===== src/rtl/sar_pkg.sv =====
// Shared definitions for the SAR converter sequencer and the sar_logic benches:
// default result width, sequencer FSM encodings and counter sizing.
package sar_pkg;

   localparam int DATA_W_DEF = 8;
   localparam int PERIOD_W   = 16;

   typedef enum logic [2:0] {
      S_IDLE    = 3'd0,
      S_PULSE   = 3'd1,
      S_WAIT    = 3'd2,
      S_CAPTURE = 3'd3,
      S_HOLDOFF = 3'd4
   } seq_state_e;

   // One shared counter covers the cnvst pulse, the eoc timeout and the holdoff period.
   function automatic int seq_cnt_width(input int timeout, input int cnvst_len);
      int w;
      w = PERIOD_W;
      if ($clog2(timeout) > w) w = $clog2(timeout);
      if ($clog2(cnvst_len) > w) w = $clog2(cnvst_len);
      return w;
   endfunction

endpackage


===== src/rtl/sar_result_fifo.sv =====
// Small first-word-fall-through result FIFO; a push into a full FIFO is taken
// only when a pop happens on the same edge, otherwise it is dropped.
module sar_result_fifo
   import sar_pkg::*;
#(
   parameter int DATA_W     = DATA_W_DEF,
   parameter int FIFO_DEPTH = 4
) (
   input  logic              clk,
   input  logic              rst,
   input  logic              push,
   input  logic [DATA_W-1:0] push_data,
   input  logic              pop,
   output logic [DATA_W-1:0] head,
   output logic              empty,
   output logic              full
);

   localparam int PTR_W = $clog2(FIFO_DEPTH);
   localparam int CNT_W = PTR_W + 1;

   logic [DATA_W-1:0] mem_q [FIFO_DEPTH];
   logic [PTR_W-1:0]  wr_ptr_q, wr_ptr_d, rd_ptr_q, rd_ptr_d;
   logic [CNT_W-1:0]  count_q, count_d;
   logic              push_ok, pop_ok;

   assign empty   = (count_q == '0);
   assign full    = (count_q == CNT_W'(FIFO_DEPTH));
   assign pop_ok  = pop & ~empty;
   assign push_ok = push & (~full | pop_ok);
   assign head    = empty ? '0 : mem_q[rd_ptr_q];

   always_comb begin
      wr_ptr_d = push_ok ? wr_ptr_q + PTR_W'(1) : wr_ptr_q;
      rd_ptr_d = pop_ok  ? rd_ptr_q + PTR_W'(1) : rd_ptr_q;
      count_d  = count_q + CNT_W'(push_ok) - CNT_W'(pop_ok);
   end

   always_ff @(posedge clk or negedge rst) begin
      if (!rst) begin
         wr_ptr_q <= '0;
         rd_ptr_q <= '0;
         count_q  <= '0;
      end else begin
         wr_ptr_q <= wr_ptr_d;
         rd_ptr_q <= rd_ptr_d;
         count_q  <= count_d;
      end
   end

   // NOTE: storage is deliberately not reset; head is masked to 0 while empty, so stale words never escape.
   always_ff @(posedge clk) begin
      if (push_ok) mem_q[wr_ptr_q] <= push_data;
   end

endmodule


===== src/rtl/sar_conv_sequencer.sv =====
// Host-side conversion sequencer for sar_logic: pulses cnvst (single-shot or periodic),
// waits for the eoc rising edge, queues results and flags timeout/overrun.
module sar_conv_sequencer
   import sar_pkg::*;
#(
   parameter int DATA_W     = DATA_W_DEF,
   parameter int FIFO_DEPTH = 4,
   parameter int CNVST_LEN  = 2,
   parameter int TIMEOUT    = 64
) (
   input  logic                clk,
   input  logic                rst,
   input  logic                start,
   input  logic                cont_en,
   input  logic [PERIOD_W-1:0] period,
   input  logic                clr_err,
   output logic                cnvst,
   input  logic                eoc,
   input  logic [DATA_W-1:0]   sar,
   input  logic                rd_en,
   output logic [DATA_W-1:0]   rd_data,
   output logic                empty,
   output logic                full,
   output logic                busy,
   output logic                overrun,
   output logic                timeout_err
);

   localparam int               CNT_W      = seq_cnt_width(TIMEOUT, CNVST_LEN);
   localparam logic [CNT_W-1:0] PULSE_LAST = CNT_W'(CNVST_LEN - 1);
   localparam logic [CNT_W-1:0] TMO_LAST   = CNT_W'(TIMEOUT - 1);

   seq_state_e        state_q, state_d;
   logic [CNT_W-1:0]  cnt_q, cnt_d, hold_last;
   logic [DATA_W-1:0] cap_q, cap_d;
   logic              cnvst_q, cnvst_d, busy_q, busy_d;
   logic              eoc_prev_q, eoc_prev_d;
   logic              overrun_q, overrun_d, timeout_q, timeout_d;
   logic              eoc_rise, push, ovr_set, tmo_set;

   assign eoc_rise  = eoc & ~eoc_prev_q;
   // A programmed period of 0 behaves exactly like 1.
   assign hold_last = CNT_W'((period == '0) ? '0 : period - PERIOD_W'(1));

   assign cnvst       = cnvst_q;
   assign busy        = busy_q;
   assign overrun     = overrun_q;
   assign timeout_err = timeout_q;

   // NOTE: every signal written here gets a default first, so no path can infer a latch.
   always_comb begin
      state_d    = state_q;
      cnt_d      = cnt_q;
      cap_d      = cap_q;
      cnvst_d    = 1'b0;
      eoc_prev_d = eoc;
      push       = 1'b0;
      ovr_set    = 1'b0;
      tmo_set    = 1'b0;

      unique case (state_q)
         S_IDLE: begin
            if (start || cont_en) begin
               state_d = S_PULSE;
               cnt_d   = '0;
               cnvst_d = 1'b1;
            end
         end
         S_PULSE: begin
            if (cnt_q == PULSE_LAST) begin
               state_d = S_WAIT;
               cnt_d   = '0;
            end else begin
               cnt_d   = cnt_q + CNT_W'(1);
               cnvst_d = 1'b1;
            end
         end
         S_WAIT: begin
            if (eoc_rise) begin
               state_d = S_CAPTURE;
               cap_d   = sar;
            end else if (cnt_q == TMO_LAST) begin
               tmo_set = 1'b1;
               state_d = cont_en ? S_HOLDOFF : S_IDLE;
               cnt_d   = '0;
            end else begin
               cnt_d   = cnt_q + CNT_W'(1);
            end
         end
         S_CAPTURE: begin
            push    = 1'b1;
            ovr_set = full & ~rd_en;
            state_d = cont_en ? S_HOLDOFF : S_IDLE;
            cnt_d   = '0;
         end
         S_HOLDOFF: begin
            if (cnt_q >= hold_last) begin
               cnt_d = '0;
               if (cont_en) begin
                  state_d = S_PULSE;
                  cnvst_d = 1'b1;
               end else begin
                  state_d = S_IDLE;
               end
            end else begin
               cnt_d = cnt_q + CNT_W'(1);
            end
         end
         default: state_d = S_IDLE;
      endcase

      busy_d    = (state_d != S_IDLE);
      overrun_d = ovr_set | (overrun_q & ~clr_err);
      timeout_d = tmo_set | (timeout_q & ~clr_err);
   end

   // NOTE: non-blocking assignments here so every flop samples the pre-edge values.
   always_ff @(posedge clk or negedge rst) begin
      if (!rst) begin
         state_q    <= S_IDLE;
         cnt_q      <= '0;
         cap_q      <= '0;
         cnvst_q    <= 1'b0;
         busy_q     <= 1'b0;
         eoc_prev_q <= 1'b0;
         overrun_q  <= 1'b0;
         timeout_q  <= 1'b0;
      end else begin
         state_q    <= state_d;
         cnt_q      <= cnt_d;
         cap_q      <= cap_d;
         cnvst_q    <= cnvst_d;
         busy_q     <= busy_d;
         eoc_prev_q <= eoc_prev_d;
         overrun_q  <= overrun_d;
         timeout_q  <= timeout_d;
      end
   end

   sar_result_fifo #(
      .DATA_W     (DATA_W),
      .FIFO_DEPTH (FIFO_DEPTH)
   ) u_fifo (
      .clk       (clk),
      .rst       (rst),
      .push      (push),
      .push_data (cap_q),
      .pop       (rd_en),
      .head      (rd_data),
      .empty     (empty),
      .full      (full)
   );

endmodule


===== config.mk =====
export PLATFORM = sky130hd
export DESIGN_NAME = sar_conv_sequencer
export DESIGN_NICKNAME = d
export VERILOG_FILES = /design/src/rtl/sar_pkg.sv /design/src/rtl/sar_result_fifo.sv /design/src/rtl/sar_conv_sequencer.sv
export SDC_FILE = /design/constraint.sdc
export NUM_CORES = 1
export LEC_CHECK = 0
export CAP_MARGIN = 20
export CORE_ASPECT_RATIO = 1.4
export CORE_MARGIN = 2
export CORE_UTILIZATION = 61
export CTS_BUF_LIST = sky130_fd_sc_hd__clkbuf_4 sky130_fd_sc_hd__clkbuf_8 sky130_fd_sc_hd__clkbuf_16
export CTS_CLUSTER_DIAMETER = 100
export CTS_CLUSTER_SIZE = 14
export DETAILED_ROUTE_END_ITERATION = 8
export PLACE_DENSITY = 0.84
export SLEW_MARGIN = 30
export SYNTH_ARGS = -nofsm -noshare
export SYNTH_HDL_FRONTEND = slang
export SYNTH_SLANG_ARGS = --single-unit

===== constraint.sdc =====
create_clock -name clk -period 4.2 [get_ports clk]
set_clock_uncertainty 0.2 [all_clocks]
set_input_delay 0.63 -clock clk [delete_from_list [all_inputs] [get_ports clk]]
set_output_delay 0.63 -clock clk [all_outputs]
set_load 0.02 [all_outputs]

==> impl_metrics.prom <==
# TYPE chip_impl_metric gauge
chip_impl_metric{name="globalplace.congestion",unit=""} 0.843
chip_impl_metric{name="synth_fp_nets",unit=""} 398
chip_impl_metric{name="num_rows",unit=""} 34
chip_impl_metric{name="clk-insertion-delay-late",unit="ps"} 350
chip_impl_metric{name="max_cap_violations",unit=""} 0
chip_impl_metric{name="synthDistinctLibCells",unit=""} 48
chip_impl_metric{name="timing.final.crit_share",unit="%"} 93.8
chip_impl_metric{name="via_count",unit=""} 2787
chip_impl_metric{name="die_width",unit="um"} 71.5
chip_impl_metric{name="cts_setup_buffers",unit=""} 0
chip_impl_info{name="rr_endpoint",value="u_fifo.count_q[2]"} 1
chip_impl_info{name="crit-reg2reg-launch",value="u_fifo.count_q[1]"} 1
chip_impl_metric{name="hold_buffers",unit=""} 0
chip_impl_metric{name="clk_pin_slew_worst_paths",unit="ps"} 80
chip_impl_metric{name="synthesis.area_per_instance",unit="um2"} 11.4
chip_impl_metric{name="fp.dieH",unit="um"} 98.5
chip_impl_metric{name="p_leak",unit="nW"} 2.03
chip_impl_info{name="tritoncts",value="built"} 1
chip_impl_metric{name="grt_start_max_net_pins",unit=""} 40
chip_impl_metric{name="synth_seq_cells",unit=""} 71
chip_impl_metric{name="tns",unit="ps"} 0
chip_impl_metric{name="grt_util_all_layers",unit="%"} 24.6
chip_impl_metric{name="floorplan.io_pins",unit=""} 45
chip_impl_metric{name="cp_data_arrival_time",unit="ps"} 3970
chip_impl_metric{name="synth-edff-count",unit=""} 32
chip_impl_metric{name="dp_worst_setup_slack",unit="ps"} -168
chip_impl_metric{name="ff2ff_setup_slack",unit="ps"} 1470
chip_impl_metric{name="area_growth",unit="%"} 20.1
chip_impl_metric{name="drc_violations_left",unit=""} 0
chip_impl_info{name="setup.worst_path.start_class",value="primary input"} 1
chip_impl_metric{name="grt_pass1_vias",unit=""} 2883
chip_impl_metric{name="maxSlewHeadroom",unit="%"} 44.1
chip_impl_metric{name="power_per_cell_area",unit="nW/um2"} 560
chip_impl_metric{name="asyncSetResetFlopFracSynth",unit="%"} 54.9
chip_impl_metric{name="drtPass1Iterations",unit=""} 5
chip_impl_metric{name="finalWorstPathRequiredPeriod",unit="ps"} 3940
chip_impl_metric{name="portBuffers",unit=""} 44
chip_impl_metric{name="synth_warnings",unit=""} 0
chip_impl_metric{name="detailed_route_wire_length",unit="um"} 7910
chip_impl_info{name="crit_end",value="cnt_q[7]"} 1
chip_impl_metric{name="route.antenna.remaining_nets",unit=""} 0
chip_impl_metric{name="seq_area_frac_synth",unit="%"} 49.8
chip_impl_metric{name="wire_length_of_the_first_global_routing_pass",unit="um"} 13200
chip_impl_metric{name="dp_hpwl",unit="um"} 6060
chip_impl_metric{name="timing_hold_violations_final",unit=""} 0
chip_impl_metric{name="layout-drive-gt1-share",unit="%"} 10.5
chip_impl_info{name="outcome",value="finished, final reports clean"} 1
chip_impl_info{name="critPathKind",value="primary input to register"} 1
chip_impl_metric{name="globalRoute.totalOverflow",unit=""} 0
chip_impl_metric{name="place.detailed.instances",unit=""} 457
chip_impl_metric{name="tightest_slew",unit="ps"} 838
chip_impl_metric{name="setup_violations",unit=""} 0
chip_impl_info{name="hold_path_class",value="primary input to asynchronous set/reset pin"} 1
chip_impl_info{name="setup_repair_after_global_routing_missed_its_margin",value="no"} 1
chip_impl_metric{name="setup_ws",unit="ps"} 261
chip_impl_metric{name="cp_max_fo",unit=""} 11
chip_impl_metric{name="avgViaCountPerCell",unit=""} 5.89
chip_impl_metric{name="totalPowerFinal",unit="W"} 0.00262
chip_impl_metric{name="fmaxAchievable",unit="GHz"} 0.254
chip_impl_metric{name="report.final.slew_viol_count",unit=""} 0
chip_impl_info{name="synth-main-ff-cell",value="sky130_fd_sc_hd__dfrtp_1"} 1
chip_impl_info{name="cts-root-buf",value="sky130_fd_sc_hd__clkbuf_8"} 1
chip_impl_metric{name="layout.cells.non_filler",unit=""} 473
chip_impl_metric{name="peakVddDrop",unit="mV"} 0.239
chip_impl_info{name="critPathCaptureType",value="register"} 1
chip_impl_metric{name="antenna_cells_inserted",unit=""} 0
chip_impl_metric{name="critPathRequiredTime",unit="ps"} 4230
chip_impl_metric{name="clock_path_buffers",unit=""} 2
chip_impl_metric{name="die_area",unit="um2"} 7040
chip_impl_metric{name="initial_utilization",unit="%"} 62.6
chip_impl_info{name="worst_setup_path_startpoint",value="period[9]"} 1
chip_impl_metric{name="antenna_found_initial",unit=""} 0
chip_impl_metric{name="post_drt_wl_per_cell",unit="um"} 16.7
chip_impl_metric{name="drt-initial-drc-count",unit=""} 182
chip_impl_metric{name="numCtsBuffers",unit=""} 9
chip_impl_metric{name="rr_worst_depth",unit=""} 9
chip_impl_metric{name="cts-htree-levels",unit=""} 3
chip_impl_metric{name="fin_hold_ws",unit="ps"} 179
chip_impl_metric{name="numClockSinks",unit=""} 71
chip_impl_metric{name="nNetsFinal",unit=""} 454
chip_impl_metric{name="synthesis.area",unit="um2"} 3890
chip_impl_metric{name="synth_cells",unit=""} 340
chip_impl_metric{name="placeable_core_region",unit="um2"} 6210
==> power by group <==
part | internal (W) | switching (W)
clock | 0.000335 | 0.000262
combinational | 0.000466 | 0.000475
sequential | 0.000910 | 0.000168
==> what timing repair did <==
action / CTS / global route
setup endpoints to repair: 0 / 3
resized for setup: 0 / 2
endpoints found under the hold margin: 0 / 0
==> layer usage <==
metal / vias to the layer above / global-route usage (%) / share of wire [%]
met5: - / 0 / 0
met4: 0 / 11.9 / 3.7
met3: 28 / 4.91 / 3.0
met2: 77 / 46.2 / 56
met1: 1354 / 25.2 / 37
li1: 1328 / - / -
==> state kept, by name (all words and copies together) (netlist names) <==
signal and cells:
u_fifo.mem_q 32, timeout_err 1, state_q 3, cnvst 1, cap_q 8, u_fifo.count_q 3
cnt_q 16, busy 1, u_fifo.rd_ptr_q 2, u_fifo.wr_ptr_q 2, overrun 1, eoc_prev_q 1
==> critical path, cell delays in order <==
cell                              delay, ps
sky130_fd_sc_hd__clkdlybuf4s50_1        420
sky130_fd_sc_hd__or4_4                  540
sky130_fd_sc_hd__or3_4                  370
sky130_fd_sc_hd__nor4_4                 260
sky130_fd_sc_hd__nand3_1                150
sky130_fd_sc_hd__mux2i_1                140
sky130_fd_sc_hd__ha_1                   290
sky130_fd_sc_hd__and4_1                 200
sky130_fd_sc_hd__nand2_1                 50
sky130_fd_sc_hd__a211o_1                280
sky130_fd_sc_hd__and4_1                 220
sky130_fd_sc_hd__a21oi_2                160
sky130_fd_sc_hd__buf_4                  190
sky130_fd_sc_hd__nor2_1                  70
==> synthesized netlist by cell type (2+ instances only) <==
library cell               number  area (um2)
sky130_fd_sc_hd__edfxtp_1      32         961
sky130_fd_sc_hd__and3_1         9        56.3
sky130_fd_sc_hd__o211ai_1       2        15.0
sky130_fd_sc_hd__and4_1         4        35.0
sky130_fd_sc_hd__nand2b_1       2        12.5
sky130_fd_sc_hd__inv_1         15        56.3
sky130_fd_sc_hd__nor4_1         2        12.5
sky130_fd_sc_hd__nand4_1        8        50.1
sky130_fd_sc_hd__o21ai_0        6        30.0
sky130_fd_sc_hd__nor3_2         3        30.0
sky130_fd_sc_hd__mux2_1         8        90.1
sky130_fd_sc_hd__ha_1          26         325
sky130_fd_sc_hd__nand2_1       34         128
sky130_fd_sc_hd__nor2_1        29         109
sky130_fd_sc_hd__a21oi_1       10        50.1
sky130_fd_sc_hd__nor3b_1        2        15.0
sky130_fd_sc_hd__nor2b_1       12        75.1
sky130_fd_sc_hd__mux4_2         8         180
sky130_fd_sc_hd__nand3b_1       2        15.0
sky130_fd_sc_hd__xor2_1        22         193
sky130_fd_sc_hd__dfrtp_1       39         976
sky130_fd_sc_hd__nand3_1        9        45.0
sky130_fd_sc_hd__nand4b_1       3        26.3
sky130_fd_sc_hd__and2_1         7        43.8
sky130_fd_sc_hd__xnor2_1        8        70.1
sky130_fd_sc_hd__o21ai_1        4        20.0
sky130_fd_sc_hd__mux2i_1        2        20.0
sky130_fd_sc_hd__clkbuf_1       4        15.0
sky130_fd_sc_hd__buf_2          3        15.0
sky130_fd_sc_hd__nor3_1         7        35.0
==> stage by stage <==
step / instance area (um2) / utilization, %
detailed placement: 4440 / 71.5
global route: 4670 / 75.2
global placement: 4440 / 71.5
CTS: 4660 / 75.0
finish: 4670 / 75.2
floorplan: 3890 / -
==> logic make-up after synthesis <==
group                    synth area share (%)
flip-flops                               49.8
adder cells (fa/ha/maj)                  8.88
AND/OR/NAND/NOR                          19.2
multiplexers                             7.47
buffers and inverters                    2.51
AO/OA/AOI/OAI                            5.31
XOR/XNOR                                 6.76
==> layout by cell type (no fill, tap or decap), types with 3 or more instances in the layout <==
master,instances
sky130_fd_sc_hd__clkdlybuf4s50_1,43
sky130_fd_sc_hd__dfrtp_1,39
sky130_fd_sc_hd__nand2_1,34
sky130_fd_sc_hd__edfxtp_1,32
sky130_fd_sc_hd__nor2_1,29
sky130_fd_sc_hd__ha_1,26
sky130_fd_sc_hd__xor2_1,22
sky130_fd_sc_hd__inv_1,15
sky130_fd_sc_hd__nor2b_1,12
sky130_fd_sc_hd__a21oi_1,10
sky130_fd_sc_hd__and3_1,9
sky130_fd_sc_hd__nand3_1,9
sky130_fd_sc_hd__clkbuf_8,9
sky130_fd_sc_hd__buf_4,9
sky130_fd_sc_hd__xnor2_1,8
sky130_fd_sc_hd__nand4_1,8
sky130_fd_sc_hd__mux4_2,8
sky130_fd_sc_hd__mux2_1,8
sky130_fd_sc_hd__nor3_1,7
sky130_fd_sc_hd__and2_1,7
sky130_fd_sc_hd__o21ai_0,6
sky130_fd_sc_hd__o21ai_1,4
sky130_fd_sc_hd__and4_1,4
sky130_fd_sc_hd__nor3_2,3
sky130_fd_sc_hd__nand4b_1,3
==> final cells by class <==
class                      count  area [um2]
sequential                    71        1940
multi-input combinational    246        1860
fill                         415        1540
timing repair buffer          53         503
clock buffer                   9         124
clock inverter                 7        96.3
tap                           72        90.1
inverter                      15        56.3
==> how the worst min path moves through the flow <==
stage	endpoint	depth (start not counted)
after CTS	u_fifo.rd_ptr_q[1]	1
after detailed placement	u_fifo.mem_q[2][4]	0
after global placement	u_fifo.mem_q[3][3]	0
after floorplan	busy	0
after global routing	u_fifo.count_q[1]	1
final	u_fifo.rd_ptr_q[1]	1
Power figures use the tool's default switching activity.
